**src/rtl/top_level_instantiation.sv**
```systemverilog
// ============================================================================
// Module   : top_level_instantiation
// Purpose  : Hamming(16,11) SECDED encoder engine with private byte memory
// Revision : 1.0
// ============================================================================
`default_nettype none

module top_level_dmem (
  input  logic       clock,
  input  logic       we,
  input  logic [7:0] addr,
  input  logic [7:0] wdata,
  output logic [7:0] rdata
);
  logic [7:0] core [0:255];

  always_ff @(posedge clock) begin
    if (we) core[addr] <= wdata;
  end

  assign rdata = core[addr];
endmodule

module top_level_instantiation #(
  parameter int MSG_COUNT = 15,
  parameter int SRC_BASE  = 0,
  parameter int DST_BASE  = 30
) (
  input  logic clock,
  input  logic req,
  output logic ack
);
  typedef enum logic [2:0] {
    IDLE  = 3'd0,
    LD_LO = 3'd1,
    LD_HI = 3'd2,
    ST_LO = 3'd3,
    ST_HI = 3'd4,
    DONE  = 3'd5
  } state_t;

  localparam logic [7:0] c_src  = 8'(SRC_BASE);
  localparam logic [7:0] c_dst  = 8'(DST_BASE);
  localparam logic [3:0] c_last = 4'(MSG_COUNT - 1);

  state_t     r_state;
  logic [3:0] r_idx;
  logic [7:0] r_lo;
  logic [7:0] r_hi;

  logic [11:1] w_d;
  logic        w_p8, w_p4, w_p2, w_p1, w_p0;
  logic [7:0]  w_cw_lo, w_cw_hi;
  logic [7:0]  w_off;
  logic [7:0]  w_addr;
  logic [7:0]  w_wdata;
  logic [7:0]  w_rdata;
  logic        w_we;
  logic        w_hi_unused;

  assign w_d         = {r_hi[2:0], r_lo};
  assign w_hi_unused = ^r_hi[7:3];

  assign w_p8 = ^w_d[11:5];
  assign w_p4 = (^w_d[11:8]) ^ (^w_d[4:2]);
  assign w_p2 = w_d[11] ^ w_d[10] ^ w_d[7] ^ w_d[6] ^ w_d[4] ^ w_d[3] ^ w_d[1];
  assign w_p1 = w_d[11] ^ w_d[9] ^ w_d[7] ^ w_d[5] ^ w_d[4] ^ w_d[2] ^ w_d[1];
  assign w_p0 = (^w_d) ^ w_p8 ^ w_p4 ^ w_p2 ^ w_p1;

  assign w_cw_lo = {w_d[4], w_d[3], w_d[2], w_p4, w_d[1], w_p2, w_p1, w_p0};
  assign w_cw_hi = {w_d[11:5], w_p8};
  assign w_off   = {3'b000, r_idx, 1'b0};

  // Single shared port: address selects source or destination by state.
  // A pending req suppresses the store so a restart never touches memory.
  always_comb begin
    w_addr  = c_src + w_off;
    w_we    = 1'b0;
    w_wdata = w_cw_lo;
    case (r_state)
      LD_HI: w_addr = c_src + w_off + 8'd1;
      ST_LO: begin
        w_addr  = c_dst + w_off;
        w_we    = ~req;
        w_wdata = w_cw_lo;
      end
      ST_HI: begin
        w_addr  = c_dst + w_off + 8'd1;
        w_we    = ~req;
        w_wdata = w_cw_hi;
      end
      default: ;
    endcase
  end

  top_level_dmem DM (
    .clock (clock),
    .we    (w_we),
    .addr  (w_addr),
    .wdata (w_wdata),
    .rdata (w_rdata)
  );

  always_ff @(posedge clock) begin
    if (req) begin
      r_state <= LD_LO;
      r_idx   <= 4'd0;
      ack     <= 1'b0;
    end else begin
      case (r_state)
        LD_LO: begin
          r_lo    <= w_rdata;
          r_state <= LD_HI;
        end
        LD_HI: begin
          r_hi    <= w_rdata;
          r_state <= ST_LO;
        end
        ST_LO: r_state <= ST_HI;
        ST_HI: begin
          if (r_idx == c_last) begin
            r_state <= DONE;
            ack     <= 1'b1;
          end else begin
            r_idx   <= r_idx + 4'd1;
            r_state <= LD_LO;
          end
        end
        DONE:    ack <= 1'b1;
        default: begin
          r_state <= IDLE;
          ack     <= 1'b0;
        end
      endcase
    end
  end
endmodule

`default_nettype wire

```
**config.mk**
```make
export PLATFORM = sky130hd
export DESIGN_NAME = top_level_instantiation
export DESIGN_NICKNAME = d
export VERILOG_FILES = /design/src/rtl/top_level_instantiation.sv
export SDC_FILE = /design/constraint.sdc
export NUM_CORES = 1
export LEC_CHECK = 0
export CAP_MARGIN = 10
export CORE_AREA = 2 2 39 41
export CTS_CLUSTER_DIAMETER = 80
export DETAILED_ROUTE_END_ITERATION = 12
export DIE_AREA = 0 0 41 43
export GPL_TIMING_DRIVEN = 0
export PLACE_DENSITY_LB_ADDON = 0.12
export SLEW_MARGIN = 20
export SYNTH_ARGS = -nofsm -noshare
export SYNTH_HDL_FRONTEND = slang
export SYNTH_SLANG_ARGS = --single-unit
```
**constraint.sdc**
```tcl
create_clock -name clock -period 1.7 [get_ports clock]
set_input_delay 0.51 -clock clock [delete_from_list [all_inputs] [get_ports clock]]
set_output_delay 0.51 -clock clock [all_outputs]
set_load 0.03 [all_outputs]
```
==> results.toml, run 1 <==
[outcome]
status = "finished, final reports clean"

[layout]
areaGrowthSynthToFinish_pct = 13.2
multi_input_area_um2 = 191
drive_above_1_share = 0.146
postLayoutCellArea_um2 = 450
regArea_um2 = 161
nNetsFinal = 54
final_cells = 64
n_antenna_cell = 0
n_fill_cell = 156

[global_routing]
grt_max_degree = 9
grt.total_usage = 0.135
grt_pass1_wl_um = 1440
grt_overflow = 0
antenna_found_initial = 0
grt_pass1_vias = 330

[power]
total_leakage_power_nw = 0.189
peakVddDrop_uv = 344
p_per_area_nw_per_um2 = 1080
power_mw = 0.487

[clocking]
cts_setup_buffers = 0
numCtsBuffers = 3
cts_tree = "yes"
path_clk_slew_ns = 0.05
clock-root-buffer = "clkbuf_4"
cts_buffer_depth = 2
htreeDepth = 1
cts_sinks = 8
insertion_delay_ns = 0.26

[die]
fp.dieW_um = 41
num_rows = 14
die_height_um = 43
ios = 3
core_area_um2 = 1380
initial_core_util = 0.288
floorplan.die_area_um2 = 1760

[timing]
hold_violations = 0
tns_ns = 0
holdWs_ns = 0.499
setup_viol = 0
period_minus_slack_ns = 1.53
slew_viol_final = 0
worst_pin_slew_ns = 0.351
relSlewSlack = 0.766
fmax_ghz = 0.652
period_share = 0.903
rsz0062_at_grt = "false"
fin_worst_skew_ns = 0.000238

[hold_path]
worstHoldStart = "r_idx[2]$_SDFFE_PP0P_"
hold_end = "r_idx[2]$_SDFFE_PP0P_"
hold_class = "flop to flop"
worstHoldPathCells = 1

[critical_path]
cp-end-kind = "flop"
worst_path_max_delay_cell = "or3b_1"
crit_type = "flop to flop"
arrival_ns = 1.66
cp.buffers_inverters = 2
reg2reg_to = "r_idx[3]$_SDFFE_PP0P_"
crit_family = "compound AO/OA/AOI/OAI gates"
start_kind = "flop"
cpPeakStageDelay_ns = 0.34
path_cells = "buf_4 -> or3b_1 -> clkbuf_2 -> o311ai_1 -> o41ai_1"
rrSetupSlack_ns = 0.17
cp.required_ns = 1.83
r2r_start = "r_state[2]$_SDFFE_PP0P_"
rr_worst_depth = 5
cp_max_fo = 8

[placed_design]
portBuffers = 1
place.gp.congestion = 0.694
placed_area_um2 = 428
hpwl_um = 567
dp_cells = 61

[yosys]
synth.yosys.warnings = 0
synth_cell_types = 26
synth-seq-cells = 8
syn_nets = 48
ys_seq_area_frac = 0.403
postSynthCellCount = 44
syn_avg_cell_area_um2 = 9.04
netlist_area_um2 = 398

[detailed_routing]
first_iter_violations = 1
wire_per_inst_um = 11.6
drt-pass1-iter-count = 2
vias_per_cell = 5.17
remaining_drc_errors = 0
via_count = 331
wl_um = 744
ant_nets = 0

[run]
max_cap_viol_count = 0
-- logic make-up after synthesis --
group | synth area share
flip-flops | 0.403
buffers and inverters | 0.116
AO/OA/AOI/OAI | 0.211
XOR/XNOR | 0.0440
AND/OR/NAND/NOR | 0.164
adder cells (fa/ha/maj) | 0.0629
-- through the flow --
| stage | utilization | setup slack, ns |
|---|---|---|
| finish | 0.325 | 0.165 |
| floorplan | - | 0.267 |
| global placement | 0.309 | 0.135 |
| global route | 0.325 | 0.0553 |
| detailed placement | 0.309 | 0.0807 |
| CTS | 0.325 | 0.0752 |
-- worst register-to-register path, delay by kind of cell (launching register included) --
kind                   cells  cell delay, ns
AOI/OAI and AO/OA          2            0.46
buffers and inverters      2            0.30
DFF                        1            0.31
and+or+nand+nor            1            0.34
-- placed cells by master (no fill, tap or decap), drive strengths merged --
cell         count
o41ai            2
nand3            1
nand2            1
o21ai            2
a21oi            1
dfxtp            8
nor2b            1
or3b             1
and3             1
o311ai           2
inv              4
xor2             1
ha               2
dlygate4sd2      1
nor4             1
or3              1
xnor2            1
buf              2
a22oi            1
nor3             3
a211o            1
nor2             2
o311a            1
clkbuf           6
o21bai           1
-- sequential cells by signal, indices dropped and copies added, names as in the netlist --
register  count
r_state       3
r_idx         4
ack           1
-- synthesized netlist by cell type --
| cell | count | share of area |
|---|---|---|
| dfxtp_1 | 8 | 0.40 |
| inv_1 | 4 | 0.038 |
| nor3_1 | 3 | 0.038 |
| clkbuf_1 | 2 | 0.019 |
| ha_1 | 2 | 0.063 |
| nor2_1 | 2 | 0.019 |
| o21ai_0 | 2 | 0.025 |
| o311ai_0 | 2 | 0.044 |
| o41ai_1 | 2 | 0.044 |
| a211o_1 | 1 | 0.022 |
| a21oi_1 | 1 | 0.013 |
| a22oi_1 | 1 | 0.019 |
| and3_1 | 1 | 0.016 |
| buf_4 | 1 | 0.019 |
| buf_6 | 1 | 0.028 |
| clkbuf_2 | 1 | 0.013 |
| nand2_1 | 1 | 0.0094 |
| nand3_1 | 1 | 0.013 |
| nor2b_1 | 1 | 0.016 |
| nor4_1 | 1 | 0.016 |
| o21bai_1 | 1 | 0.019 |
| o311a_1 | 1 | 0.025 |
| or3_1 | 1 | 0.016 |
| or3b_1 | 1 | 0.022 |
| xnor2_1 | 1 | 0.022 |
| xor2_1 | 1 | 0.022 |
-- final cells by class --
class / count / share of cell area
clock buffers: 3 / 0.0500
well taps: 16 / 0.0444
repair buffers: 1 / 0.0194
inverters: 4 / 0.0333
flip-flops and latches: 8 / 0.358
multi-input cells: 27 / 0.425
plain buffers: 5 / 0.0694
-- timing repair --
item	in CTS	in global routing
cloned	0	0
hold buffers	0	0
resized for setup	1	3
setup endpoints to repair	1	3
endpoints found under the hold margin	0	0
-- layer usage --
metal	share of wire	up-vias	global-route usage
met5	0	-	0
met1	0.38	154	0.129
met3	0.020	5	0.0628
met4	0.052	0	0.120
li1	-	168	-
met2	0.54	4	0.200
-- power breakdown --
group / internal, mW / switching (mW)
registers: 0.209 / 0.0158
logic: 0.0565 / 0.0553
clock network: 0.0811 / 0.0698
-- worst max path at each step --
stage / from / depth (start not counted) / slack (ns) / endpoint
2_1_floorplan: r_idx[0]$_SDFFE_PP0P_ / 6 / 0.27 / r_idx[2]$_SDFFE_PP0P_
3_3_place_gp: r_idx[0]$_SDFFE_PP0P_ / 6 / 0.13 / r_idx[2]$_SDFFE_PP0P_
3_5_place_dp: r_state[2]$_SDFFE_PP0P_ / 5 / 0.08 / r_idx[3]$_SDFFE_PP0P_
4_1_cts: r_state[2]$_SDFFE_PP0P_ / 5 / 0.08 / r_idx[3]$_SDFFE_PP0P_
5_1_grt: r_idx[0]$_SDFFE_PP0P_ / 6 / 0.06 / r_idx[0]$_SDFFE_PP0P_
6_report: r_state[2]$_SDFFE_PP0P_ / 5 / 0.17 / r_idx[3]$_SDFFE_PP0P_
Power figures use the tool's default switching activity.
==> run 2, diff against run 1 <==
Settings changed: CAP_MARGIN 10 to 25.
==> results of run 2 <==
Same layout as run 1: the final DEF is identical, and so are final timing and power.
==> run 3, diff against run 2 <==
Settings changed: SLEW_MARGIN 20 to unset.
==> results of run 3 <==
Same layout as run 1: the final DEF is identical, and so are final timing and power.
